`src/rtl/bullet_ctrl_pkg.sv`:
```
// Shared screen geometry, owner encoding and slot request/probe types
// for the bullet controller.
package bullet_ctrl_pkg;
  localparam int SCR_W     = 640;
  localparam int SCR_H     = 480;
  localparam int BULLET_SZ = 6;
  localparam int Y_LIMIT   = SCR_H - BULLET_SZ;

  typedef enum logic { OWN_PLAYER = 1'b0, OWN_ENEMY = 1'b1 } owner_e;
  typedef enum logic { SLOT_FREE = 1'b0, SLOT_FLY = 1'b1 } slot_state_e;

  typedef struct packed {
    logic [9:0] x;
    logic [9:0] y;
    owner_e     own;
  } spawn_t;

  // Per-slot answer to "does the current scan pixel fall on you?"
  typedef struct packed {
    logic       hit;
    owner_e     own;
    logic [2:0] ofs_x;
    logic [2:0] ofs_y;
  } probe_t;
endpackage

```
`src/rtl/bullet_slot.sv`:
```
// One bullet slot: FREE/FLY state, position, owner, vertical motion with
// off-screen retirement, and the sprite hit test against the scan pixel.
module bullet_slot
  import bullet_ctrl_pkg::*;
#(
  parameter int SPEED = 4
) (
  input  logic       clk,
  input  logic       rst_n,
  input  logic       frame_tick,
  input  logic       load,
  input  logic       clr,
  input  spawn_t     spawn,
  input  logic [9:0] pix_x,
  input  logic [9:0] pix_y,
  output logic       active,
  output probe_t     probe
);
  slot_state_e st, st_nxt;
  logic [9:0]  x, y, y_nxt;
  owner_e      own;
  logic        retire;
  logic [10:0] x_end, y_end;

  // Retire before the step would leave the visible band, so nothing wraps.
  always_comb begin
    retire = 1'b0;
    y_nxt  = y;
    if (own == OWN_PLAYER) begin
      retire = y < 10'(SPEED);
      y_nxt  = y - 10'(SPEED);
    end else begin
      retire = ({1'b0, y} + 11'(SPEED)) > 11'(Y_LIMIT);
      y_nxt  = y + 10'(SPEED);
    end
  end

  always_comb begin
    st_nxt = st;
    case (st)
      SLOT_FREE: if (load) st_nxt = SLOT_FLY;
      SLOT_FLY:  if (clr || (frame_tick && retire)) st_nxt = SLOT_FREE;
      default:   st_nxt = SLOT_FREE;
    endcase
  end

  always_ff @(posedge clk or negedge rst_n) begin
    if (!rst_n) st <= SLOT_FREE;
    else        st <= st_nxt;
  end

  always_ff @(posedge clk or negedge rst_n) begin
    if (!rst_n) begin
      x   <= '0;
      y   <= '0;
      own <= OWN_PLAYER;
    end else if (load && st == SLOT_FREE) begin
      x   <= spawn.x;
      y   <= spawn.y;
      own <= spawn.own;
    end else if (st == SLOT_FLY && !clr && frame_tick && !retire) begin
      y <= y_nxt;
    end
  end

  assign active = (st == SLOT_FLY);
  assign x_end  = {1'b0, x} + 11'(BULLET_SZ - 1);
  assign y_end  = {1'b0, y} + 11'(BULLET_SZ - 1);

  always_comb begin
    probe       = '0;
    probe.hit   = active && (pix_x >= x) && ({1'b0, pix_x} <= x_end)
                         && (pix_y >= y) && ({1'b0, pix_y} <= y_end);
    probe.own   = own;
    probe.ofs_x = pix_x[2:0] - x[2:0];
    probe.ofs_y = pix_y[2:0] - y[2:0];
  end
endmodule

```
`src/rtl/bullet_ctrl.sv`:
```
// Bullet pool: round-robin fire arbitration with per-requester cooldown,
// lowest-free-slot allocation, and registered sprite ROM addressing.
module bullet_ctrl
  import bullet_ctrl_pkg::*;
#(
  parameter int NB       = 4,
  parameter int SPEED    = 4,
  parameter int COOLDOWN = 8
) (
  input  logic          clk,
  input  logic          rst_n,
  input  logic          frame_tick,
  input  logic [1:0]    fire_req,
  input  logic [9:0]    fire_x0,
  input  logic [9:0]    fire_y0,
  input  logic [9:0]    fire_x1,
  input  logic [9:0]    fire_y1,
  output logic [1:0]    fire_ack,
  input  logic [NB-1:0] hit_clr,
  output logic [NB-1:0] active,
  input  logic [9:0]    pix_x,
  input  logic [9:0]    pix_y,
  output logic [2:0]    rom_x,
  output logic [2:0]    rom_y,
  output logic          rom_en,
  output logic          pix_owner
);
  localparam int CW = $clog2(COOLDOWN + 2);

  logic [1:0][CW-1:0] cd;
  logic               rr;
  logic [1:0]         elig;
  logic               any_free, gnt_vld, gnt_id, found;
  logic [NB-1:0]      load;
  spawn_t [1:0]       spawn_src;
  spawn_t             spawn;
  probe_t [NB-1:0]    probe;
  probe_t             sel;

  assign spawn_src[0] = '{x: fire_x0, y: fire_y0, own: OWN_PLAYER};
  assign spawn_src[1] = '{x: fire_x1, y: fire_y1, own: OWN_ENEMY};

  // Freeness comes from registered state, so a slot cleared this cycle
  // only becomes allocatable next cycle.
  assign any_free = ~&active;

  always_comb begin
    elig = '0;
    for (int r = 0; r < 2; r++)
      elig[r] = fire_req[r] && (cd[r] == '0) && any_free;
  end

  assign gnt_vld = |elig;
  assign gnt_id  = (elig == 2'b11) ? rr : elig[1];
  assign spawn   = spawn_src[gnt_id];

  always_comb begin
    load  = '0;
    found = 1'b0;
    for (int i = 0; i < NB; i++) begin
      if (!active[i] && !found) begin
        load[i] = gnt_vld;
        found   = 1'b1;
      end
    end
  end

  for (genvar i = 0; i < NB; i++) begin : g_slot
    bullet_slot #(.SPEED(SPEED)) u_slot (
      .clk        (clk),
      .rst_n      (rst_n),
      .frame_tick (frame_tick),
      .load       (load[i]),
      .clr        (hit_clr[i]),
      .spawn      (spawn),
      .pix_x      (pix_x),
      .pix_y      (pix_y),
      .active     (active[i]),
      .probe      (probe[i])
    );
  end

  always_ff @(posedge clk or negedge rst_n) begin
    if (!rst_n) begin
      cd       <= '0;
      rr       <= 1'b0;
      fire_ack <= '0;
    end else begin
      for (int r = 0; r < 2; r++) begin
        if (gnt_vld && (gnt_id == 1'(r))) cd[r] <= CW'(COOLDOWN);
        else if (frame_tick && cd[r] != '0) cd[r] <= cd[r] - CW'(1);
      end
      if (gnt_vld) rr <= ~rr;
      fire_ack[0] <= gnt_vld & ~gnt_id;
      fire_ack[1] <= gnt_vld &  gnt_id;
    end
  end

  // Lowest-index hit wins; sel stays all-zero when nothing is under the pixel.
  always_comb begin
    sel = '0;
    for (int i = 0; i < NB; i++)
      if (probe[i].hit && !sel.hit) sel = probe[i];
  end

  always_ff @(posedge clk or negedge rst_n) begin
    if (!rst_n) begin
      rom_en    <= 1'b0;
      rom_x     <= '0;
      rom_y     <= '0;
      pix_owner <= 1'b0;
    end else begin
      rom_en    <= sel.hit;
      rom_x     <= sel.ofs_x;
      rom_y     <= sel.ofs_y;
      pix_owner <= sel.own;
    end
  end
endmodule
```
`config.mk`:
```
export PLATFORM = sky130hd
export DESIGN_NAME = bullet_ctrl
export DESIGN_NICKNAME = d
export VERILOG_FILES = /design/src/rtl/bullet_ctrl_pkg.sv /design/src/rtl/bullet_slot.sv /design/src/rtl/bullet_ctrl.sv
export SDC_FILE = /design/constraint.sdc
export NUM_CORES = 1
export LEC_CHECK = 0
export CORE_ASPECT_RATIO = 1.5
export CORE_MARGIN = 3
export CORE_UTILIZATION = 49
export CTS_CLUSTER_DIAMETER = 200
export DETAILED_ROUTE_END_ITERATION = 7
export PLACE_DENSITY = 0.66
export SYNTH_ARGS = -nofsm -noshare
export SYNTH_HDL_FRONTEND = slang
export SYNTH_SLANG_ARGS = --single-unit
```
`constraint.sdc`:
```
create_clock -name clk -period 4.4 [get_ports clk]
set_input_delay 1.1 -clock clk [delete_from_list [all_inputs] [get_ports clk]]
set_output_delay 1.1 -clock clk [all_outputs]
set_load 0.02 [all_outputs]
```
==> summary.md, run 1 <==
| Metric | Value |
|---|---|
| Status | completed |
| Final setup fails | 0 |
| First-pass GRT wire length | 50900 um |
| Slew Limit Fails | 0 |
| Leading area contributor after synthesis | dfrtp_1 |
| Router iterations before antenna repair | 5 |
| Post-synth EDFFs | 0 |
| Die area | 24500 um2 |
| Core box area | 22000 um2 |
| Power share of the combinational group | 0.499 |
| Nets@finish | 1652 |
| Post-detailed-route count of antenna-violating nets | 0 |
| CP endpoint kind | flip-flop |
| PostCTS Resize Cnt | 0 |
| GRT overflow | 0 |
| FF+latch count, synth | 107 |
| Register area share after synthesis | 0.242 |
| P_leak | 5.42 nW |
| Drt via density | 5.93 |
| Multi-input logic area | 7740 um2 |
| Largest net degree at the start of global routing | 62 |
| Least-Margin Pin Slew | 890 ps |
| Yosys top cell area share | 0.242 |
| Slowest cell delay on critical path | 730 ps |
| Clk slew on worst S/H paths | 80 ps |
| Num CTS Buffers | 9 |
| Vias in the first global route | 9827 |
| Ys flop type | dfrtp_1 |
| Number of I/O pins | 83 |
| Die Ht | 190 um |
| Worst VDD drop | 301 uV |
| Inst Count DP | 1645 |
| Critical path arrival | 4170 ps |
| Clock share of power | 0.193 |
| Setup Fix Bufs, Post-CTS | 0 |
| Ant diodes | 0 |
| Unrepaired setup endpoints after global routing | no |
| DRT Wirelength | 32300 um |
| Crit path time final | 3930 ps |
| Layout Cells excl Fill | 1661 |
| Post-Synthesis Cells | 1310 |
| Pwr/cell area | 423 nW/um2 |
| Cell-internal power | 3.05 mW |
| Fin crit share | 0.894 |
| Hold-fix buffers, CTS | 0 |
| Sequential share of power | 0.307 |
| Starting DRT DRC Count | 555 |
| Synth area leaders | dfrtp_1 (24%), ha_1 (22%), xnor2_1 (7.0%), a21oi_1 (3.7%), inv_1 (3.7%) |
| Yosys cell types | 76 |
| Reg area | 2680 um2 |
| Max Clk Rate | 0.254 GHz |
| Final TNS setup | 0 ps |
| Share of cells above drive strength 1 | 0.0605 |
| Async set-reset flop share out of synthesis | 1.00 |
| Initial Utilization | 0.504 |
| Htree depth | 3 |
| Via Count | 9846 |
| Port bufs | 82 |
| Delay-heaviest family, CP | compound AO/OA/AOI/OAI gates |
| CP required | 4640 ps |
| WS Path Type | in2reg |
| Initial antenna violation count | 1 |
| Crit-path max FO | 9 |
| Max cap viols | 0 |
| HP Class | reg2reg |
| GR Util All Layers | 0.264 |
| Synth warn | 0 |
| DPL Wire Length | 25600 um |
| Max Root-Sink Buffers | 2 |
| Die Width | 129 um |
| Final Core Density | 0.575 |
| Sw Share | 0.429 |
| Chain of cells forming the critical path | clkdlybuf4s50_1, ha_1, a211o_1, o211ai_1, a21oi_1, o41ai_1, nand4b_1, nand2b_1, o221a_2, o22ai_1 |
| CP bufs+invs | 1 |
| Slew HR | 0.407 |
| Cell Rows | 66 |
| # fillers | 2060 |
| Post-Syn Area | 11100 um2 |
| Area added between synthesis and finish | 14.1% |
| Drt drc | 0 |
| Synthesized Nets | 1578 |
| NetSw | 2.29 mW |
| Final hold vios | 0 |
| CTS sink cnt | 107 |
| Routability Congestion | 0.951 |
| Root Buffer | clkbuf_16 |
| Skew final | 13.6 ps |
| CTS tree | done |
| Syn avg cell area | 8.46 um2 |
| Clock latency on the worst-skew pair | 370 ps |
| Startpoint class of the critical path | input port |
| Wirelength per Cell | 19.5 um |
| Slowest stage cell, crit path | clkdlybuf4s50_1 |
-- placed cells by master, fill, tap and decap left out, types with 13 or more instances in the layout --
| cell | synthesis | final |
|---|---|---|
| dfrtp_1 | 107 | 107 |
| a21oi_1 | 83 | 83 |
| a31oi_1 | 19 | 19 |
| o22ai_1 | 13 | 13 |
| nor3_1 | 32 | 31 |
| buf_4 | 4 | 36 |
| ha_1 | 191 | 191 |
| nor2_1 | 89 | 88 |
| clkdlybuf4s50_1 | 0 | 81 |
| inv_1 | 110 | 110 |
| xnor2_1 | 88 | 88 |
| o21ai_0 | 71 | 71 |
| xor2_1 | 19 | 19 |
| nand2_1 | 109 | 109 |
| nand3_1 | 45 | 45 |
| mux2i_1 | 38 | 38 |
| nor4_1 | 16 | 16 |
| nand4_1 | 27 | 27 |
| nor2b_1 | 17 | 17 |
-- path summary, 6_finish.rpt --
kind,startpoint,endpoint,slack (ps),cells past startpoint
worst max register to register,g_slot[0].u_slot.y[2],rom_x[2],550,13
worst min-delay path,rr,rr,480,1
min in group asynchronous,rst_n,g_slot[0].u_slot.x[5],840,1
max in group asynchronous,rst_n,g_slot[3].u_slot.x[8],2650,2
worst min register to register,rr,rr,480,1
worst max-delay path,pix_y[4],rom_x[2],470,10
-- power by group through the flow --
stage          Clock [mW]  Sequential, mW  Combinational, mW
2_1_floorplan           0            1.44               2.08
3_3_place_gp            0            1.64               2.60
3_5_place_dp            0            1.65               2.64
4_1_cts              1.05            1.63               2.67
5_1_grt              1.09            1.69               3.04
6_report             1.03            1.64               2.67
-- logic make-up after synthesis --
family | count (synthesis) | share of synthesized area
adders and majority gates | 199 | 0.230
buffers and inverters | 167 | 0.0601
xor gates and xnor gates | 107 | 0.0846
muxes | 43 | 0.0394
AOI/OAI and AO/OA | 303 | 0.176
and+or+nand+nor | 384 | 0.168
DFF | 107 | 0.242
-- stage by stage --
| stage | instance area [um2] | hold WS [ps] | power (mW) | worst slack, ps |
|---|---|---|---|---|
| after floorplan | 11100 | 447 | 3.53 | 1040 |
| after global placement | 12300 | 470 | 4.25 | 231 |
| after detailed placement | 12300 | 468 | 4.29 | 168 |
| after CTS | 12600 | 482 | 5.35 | 543 |
| after global routing | 12600 | 503 | 5.81 | 226 |
| final | 12600 | 477 | 5.34 | 467 |
-- per-layer routing --
layer	vias to the layer above	wire [um]	GRT usage
met5	-	9	0
met4	2	1170	0.101
met3	69	1300	0.0343
met2	254	16700	0.490
met1	4688	13200	0.301
li1	4833	-	-
-- sequential cells by signal, summed over array words and instances (netlist names) --
register,count
fire_ack,2
cd,8
rr,1
rom_x,3
g_slot.u_slot.own,4
g_slot.u_slot.x,40
rom_en,1
g_slot.u_slot.y,40
g_slot.u_slot.active,4
rom_y,3
pix_owner,1
-- cell usage after synthesis, drive strengths merged, types with 20 or more instances --
cell type / instances
a21oi: 83
a31oi: 20
clkbuf: 36
dfrtp: 107
ha: 191
inv: 112
mux2i: 38
nand2: 109
nand3: 45
nand4: 27
nor2: 90
nor3: 32
o21ai: 74
xnor2: 88
-- cell type report --
| type | count | share of cell area |
|---|---|---|
| clock inverters | 7 | 0.0115 |
| flip-flops and latches | 107 | 0.212 |
| inverters | 113 | 0.0336 |
| multi-input cells | 1036 | 0.613 |
| well taps | 272 | 0.0269 |
| repair buffers | 117 | 0.0856 |
| clock buffers | 9 | 0.0178 |
No activity file was read; power rests on OpenSTA's default activity.
==> inputs of run 2 (changes only) <==
Clock period 4.4 ns to 3.92 ns, I/O delays scaled along.
==> run 2 against run 1 <==
Against the previous run: sequential share of layout area shrank 0.25 points; hold slack lost 4.2 ps; count of clock-buffer cells in the layout grew 2; clock power is essentially flat; via count grew 1.5%; global-route usage grew 0.60 points; critical path depth grew 1; register-to-register slack lost 240 ps; clock skew shrank 5.1 ps.
==> summary.md, run 2 (same netlist as run 1, synthesis figures left out) <==
| Metric | Value |
|---|---|
| CTS sink cnt | 107 (unchanged) |
| Hold-fix buffers, CTS | 0 (unchanged) |
| HP Class | reg2reg |
| Top Registers | g_slot.u_slot.x: 40 flops, g_slot.u_slot.y: 40 flops, cd: 8 flops |
| Crit-path max FO | 11 (+2) |
| Final hold vios | 0 (unchanged) |
| Reg area | 2680 um2 (unchanged) |
| Crit path time final | 3740 ps |
| Area added between synthesis and finish | 15.4% |
| Largest net degree at the start of global routing | 63 (+1.6%) |
| Ant diodes | 0 (unchanged) |
| Share of cells above drive strength 1 | 0.0752 (+0.0148) |
| Post-detailed-route count of antenna-violating nets | 0 (unchanged) |
| Startpoint class of the critical path | input port |
| Router iterations before antenna repair | 5 (unchanged) |
| Fin crit share | 0.953 |
| Via Count | 9996 (+1.5%) |
| Routability Congestion | 0.930 (-2.2%) |
| Wirelength per Cell | 19.4 um (-0.53%) |
| Max Root-Sink Buffers | 2 (unchanged) |
| Critical path arrival | 3970 ps (-200 ps) |
| Root Buffer | clkbuf_16 |
| CP endpoint kind | flip-flop |
| Max cap viols | 0 (unchanged) |
| DPL Wire Length | 26100 um (+1.8%) |
| Initial Utilization | 0.504 (unchanged) |
| Drt drc | 0 (unchanged) |
| WS Path Type | in2reg |
| Placed cell areas | 12400 um2 (+1.5%) |
| P_leak | 5.52 nW (+1.8%) |
| GRT overflow | 0 (unchanged) |
| Status | completed |
| DRT Wirelength | 32600 um (+0.67%) |
| Nets@finish | 1673 (+1.3%) |
| Pwr/cell area | 463 nW/um2 (+9.6%) |
| Commonest cells after routing, fill and taps aside | ha_1 (191), inv_1 (110), nand2_1 (109), dfrtp_1 (107) |
| Final instance area | 12800 um2 (+1.2%) |
| Num CTS Buffers | 9 (unchanged) |
| CTS tree | done |
| Number of I/O pins | 83 (unchanged) |
| Slew HR | 0.389 (-0.0175) |
| Setup ws final | 185 ps (-283 ps) |
| Htree depth | 3 (unchanged) |
| Core box area | 22000 um2 (unchanged) |
| Most common cell after layout, fill and taps aside | ha_1 |
| Least-Margin Pin Slew | 911 ps (+21.2 ps) |
| Drt via density | 5.95 (+0.32%) |
| # fillers | 2031 (-1.4%) |
| CP required | 4160 ps (-480 ps) |
| Multi-input logic area | 7750 um2 (+0.13%) |
| Die area | 24500 um2 (unchanged) |
| Skew final | 8.46 ps (-5.13 ps) |
| Place WS | -161 ps (-329 ps) |
| Starting DRT DRC Count | 508 (-8.5%) |
| Cell Rows | 66 (unchanged) |
| Final setup fails | 0 (unchanged) |
| GR Util All Layers | 0.270 (+0.00597) |
| Worst VDD drop | 269 uV (-11%) |
| Slew Limit Fails | 0 (unchanged) |
| First-pass GRT wire length | 52000 um (+2.1%) |
| Clock latency on the worst-skew pair | 370 ps (about the same) |
| Initial antenna violation count | 1 (unchanged) |
| Clk slew on worst S/H paths | 70 ps (about the same) |
| Die Width | 129 um (unchanged) |
| Max Clk Rate | 0.268 GHz |
| Port bufs | 82 (unchanged) |
| Unrepaired setup endpoints after global routing | no |
| Vias in the first global route | 10000 (+1.9%) |
| Die Ht | 190 um (unchanged) |
[run 2: changes by cell type in the layout (fill, tap and decap cells not counted), moves of 2 or more]
cell       change
buf_12         +2
buf_4         +19
bufinv_16      -2
clkbuf_8       +2
inv_6          -2
[run 2: worst max-delay path: stages]
cell	delay (ps)
clkdlybuf4s50_1	550
ha_1	400
a21oi_1	160
a21boi_0	110
o21bai_1	140
a31oi_1	90
o31a_1	280
or4b_2	850
buf_4	210
nor2_1	110
o22ai_1	80
[run 2: path summary, 6_finish.rpt]
kind / cells past startpoint / slack [ps] / endpoint / from
worst max-delay path: 11 / 180 / rom_y[2] / pix_y[2]
worst min-delay path: 1 / 470 / rr / rr
worst max register to register: 15 / 310 / rom_y[2] / g_slot[2].u_slot.y[2]
worst min register to register: 1 / 470 / rr / rr
max in group asynchronous: 2 / 2350 / g_slot[0].u_slot.y[3] / rst_n
min in group asynchronous: 1 / 720 / g_slot[0].u_slot.x[5] / rst_n
[run 2: layout make-up]
type,instances,share of cell area
Multi-Input combinational cell,1036,0.606
Tap cell,272,0.0266
Inverter,113,0.0332
Sequential cell,107,0.209
Clock buffer,11,0.0198
Clock inverter,4,0.00577
Timing Repair Buffer,138,0.0988
[run 2: routing by layer]
layer,GRT usage,up-vias,wire length [um]
li1,-,4866,-
met1,0.305,4753,12900
met2,0.493,288,16700
met3,0.0340,87,1320
met4,0.127,2,1670
met5,0,-,9
[run 2: stage by stage]
stage               utilization  setup TNS [ps]  std cells  total power, mW  hold WS (ps)
floorplan                     -               0       1310             3.96           447
global placement          0.567            -611       1666             4.81           466
detailed placement        0.567           -1030       1666             4.87           463
CTS                       0.582               0       1681             5.93           478
global route              0.582               0       1681             6.47           495
finish                    0.582               0       1681             5.92           473
[run 2: repair_timing]
action,in CTS,in global routing
setup endpoints to repair,0,1
resized for setup,0,2
setup buffers,0,0
[run 2: power by group]
part | internal, mW | total, mW | switching (mW)
combinational | 1.38 | 3.09 | 1.71
sequential | 1.38 | 1.81 | 0.428
clock | 0.592 | 1.02 | 0.431
total | 3.36 | 5.92 | 2.57
==> edit (flow settings as in run 1) <==
Make the reset (`rst_n`) synchronous in 4 clocked blocks.
--- a/src/rtl/bullet_slot.sv
+++ b/src/rtl/bullet_slot.sv
@@ -46,3 +46,3 @@
 
-  always_ff @(posedge clk or negedge rst_n) begin
+  always_ff @(posedge clk) begin
     if (!rst_n) st <= SLOT_FREE;
@@ -51,3 +51,3 @@
 
-  always_ff @(posedge clk or negedge rst_n) begin
+  always_ff @(posedge clk) begin
     if (!rst_n) begin
--- a/src/rtl/bullet_ctrl.sv
+++ b/src/rtl/bullet_ctrl.sv
@@ -82,3 +82,3 @@
 
-  always_ff @(posedge clk or negedge rst_n) begin
+  always_ff @(posedge clk) begin
     if (!rst_n) begin
@@ -105,3 +105,3 @@
 
-  always_ff @(posedge clk or negedge rst_n) begin
+  always_ff @(posedge clk) begin
     if (!rst_n) begin
Check against the original RTL: differs if rst_n is asserted again (counterexample within 4 cycles, from zero or initial values and one cycle with rst_n low); with rst_n held inactive, the same outputs for 4 cycles.
==> edit against run 1 <==
Area after synthesis down 0.12%. Setup slack improved by 0.057 ns. Hold slack improved by 0.015 ns. First-iteration DRC count up 5.4%. Combinational power up 8.2%. Total power shrank 0.66%. Design area fell by 0.87%. Routed wire length up 5.4%. Sequential cell count unchanged. Sequential share of layout area decreased by 4.1 points. Largest cell class unchanged.
==> edit: results (changes against run 1) <==
- Wire length after detailed routing: 34100 um (was 32300 um)
- Slew HR: 0.445 (was 0.407)
- Endpoint arrival time on the critical path: 4.20 ns (was 4.17 ns)
- Metal1 wirelength: 13700 um (was 13200 um)
- Net Switching: 2450 uW (was 2290 uW)
- Share of post-route cells with drive strength above 1: 0.0620 (was 0.0605)
- Met3 wirelength from detailed routing: 1520 um (was 1300 um)
- Post-synthesis net count: 1635 (was 1578)
- Sequential share of the synthesized area: 0.194 (was 0.242)
- Lkg Pwr: 0.00485 uW (was 0.00542 uW)
- Maximum number of pins on one net before global-route repair: 34 (was 62)
- Most common flop cell mapped by yosys: sky130_fd_sc_hd__dfxtp_1 (was sky130_fd_sc_hd__dfrtp_1)
- Global-route usage over all layers: 0.276 (was 0.264)
- Number of distinct standard cells referenced by the synthesized netlist: 78 (was 76)
- Async set-or-reset flop fraction in the synthesized netlist: 0 (was 1.00)
- First-pass GRT wire length: 53300 um (was 50900 um)
- Total half-perimeter wirelength after legalization and detailed placement: 27300 um (was 25600 um)
- Net count of the finished layout: 1699 (was 1652)
- GRT met3 Usage: 0.0287 (was 0.0343)
- Leading cell types by total area after synthesis: sky130_fd_sc_hd__ha_1, sky130_fd_sc_hd__dfxtp_1, sky130_fd_sc_hd__xnor2_1, sky130_fd_sc_hd__nor2_1, sky130_fd_sc_hd__a21oi_1 (was sky130_fd_sc_hd__dfrtp_1, sky130_fd_sc_hd__ha_1, sky130_fd_sc_hd__xnor2_1, sky130_fd_sc_hd__a21oi_1, sky130_fd_sc_hd__inv_1)
- Met2 usage: 0.479 (was 0.490)
- Fin Clk Skew: 0.0129 ns (was 0.0136 ns)
- Result of the run: completed (unchanged)
- Drt via density: 6.14 (was 5.93)
- Synth cell count leaders: sky130_fd_sc_hd__ha_1, sky130_fd_sc_hd__nor2_1, sky130_fd_sc_hd__inv_1, sky130_fd_sc_hd__dfxtp_1, sky130_fd_sc_hd__a21oi_1 (was sky130_fd_sc_hd__ha_1, sky130_fd_sc_hd__inv_1, sky130_fd_sc_hd__nand2_1, sky130_fd_sc_hd__dfrtp_1, sky130_fd_sc_hd__nor2_1)
- Met2 routed WL: 16600 um (was 16700 um)
- GRT met1 Usage: 0.320 (was 0.301)
- Worst vdd rail ir drop: 0.413 mV (was 0.301 mV)
- Highest cell delay on the worst timing path: 0.58 ns (was 0.73 ns)
- Initial drt markers: 585 (was 555)
- Number of antenna violations at the first check in global routing: 0 (was 1)
- Via count of the first global-routing pass: 10100 (was 9827)
- Category of cells accounting for the largest share of critical-path delay: simple AND/OR/NAND/NOR gates (was compound AO/OA/AOI/OAI gates)
edit: power groups by stage:
| stage | Clock [uW] | Sequential, uW | Combinational [uW] |
|---|---|---|---|
| 3_5_place_dp | 0 | 1520 | 2870 |
| 2_1_floorplan | 0 | 1360 | 2140 |
| 5_1_grt | 954 | 1550 | 3220 |
| 6_report | 901 | 1510 | 2890 |
| 4_1_cts | 923 | 1500 | 2900 |
| 3_3_place_gp | 0 | 1520 | 2830 |
edit: path summary, 6_finish.rpt:
kind	slack, ns	cells after the start	from	endpoint
worst max-delay path	0.52	11	pix_x[6]	rom_y[0]
worst min register to register	0.49	2	cd[6]	cd[6]
worst max register to register	0.64	14	g_slot[3].u_slot.x[1]	rom_y[0]
worst min-delay path	0.49	2	cd[6]	cd[6]
edit: logic make-up after synthesis:
kind of cell	count (synthesis)	synth area share
AO/OA/AOI/OAI	367	0.231
AND/OR/NAND/NOR	395	0.179
multiplexers	29	0.0269
XOR/XNOR	88	0.0697
flip-flops	107	0.194
adder cells (fa/ha/maj)	199	0.230
buffers and inverters	182	0.0693
edit: metrics by stage:
stage	worst slack [ns]	instance area, um2	hold slack, ns	cells	utilization
4_1_cts	0.532	12500	0.497	1708	0.570
3_5_place_dp	0.148	12200	0.487	1692	0.556
2_1_floorplan	1.15	11100	0.458	1367	-
3_3_place_gp	0.260	12200	0.479	1692	0.556
6_report	0.524	12500	0.492	1708	0.570
5_1_grt	0.250	12500	0.545	1708	0.570
edit: area by class of cell:
type	instances	area, um2
fill	2051	9440
multi-input combinational	1078	8190
sequential	107	2140
timing repair buffer	121	1110
inverter	114	428
tap	272	340
clock buffer	9	225
clock inverter	7	91.3
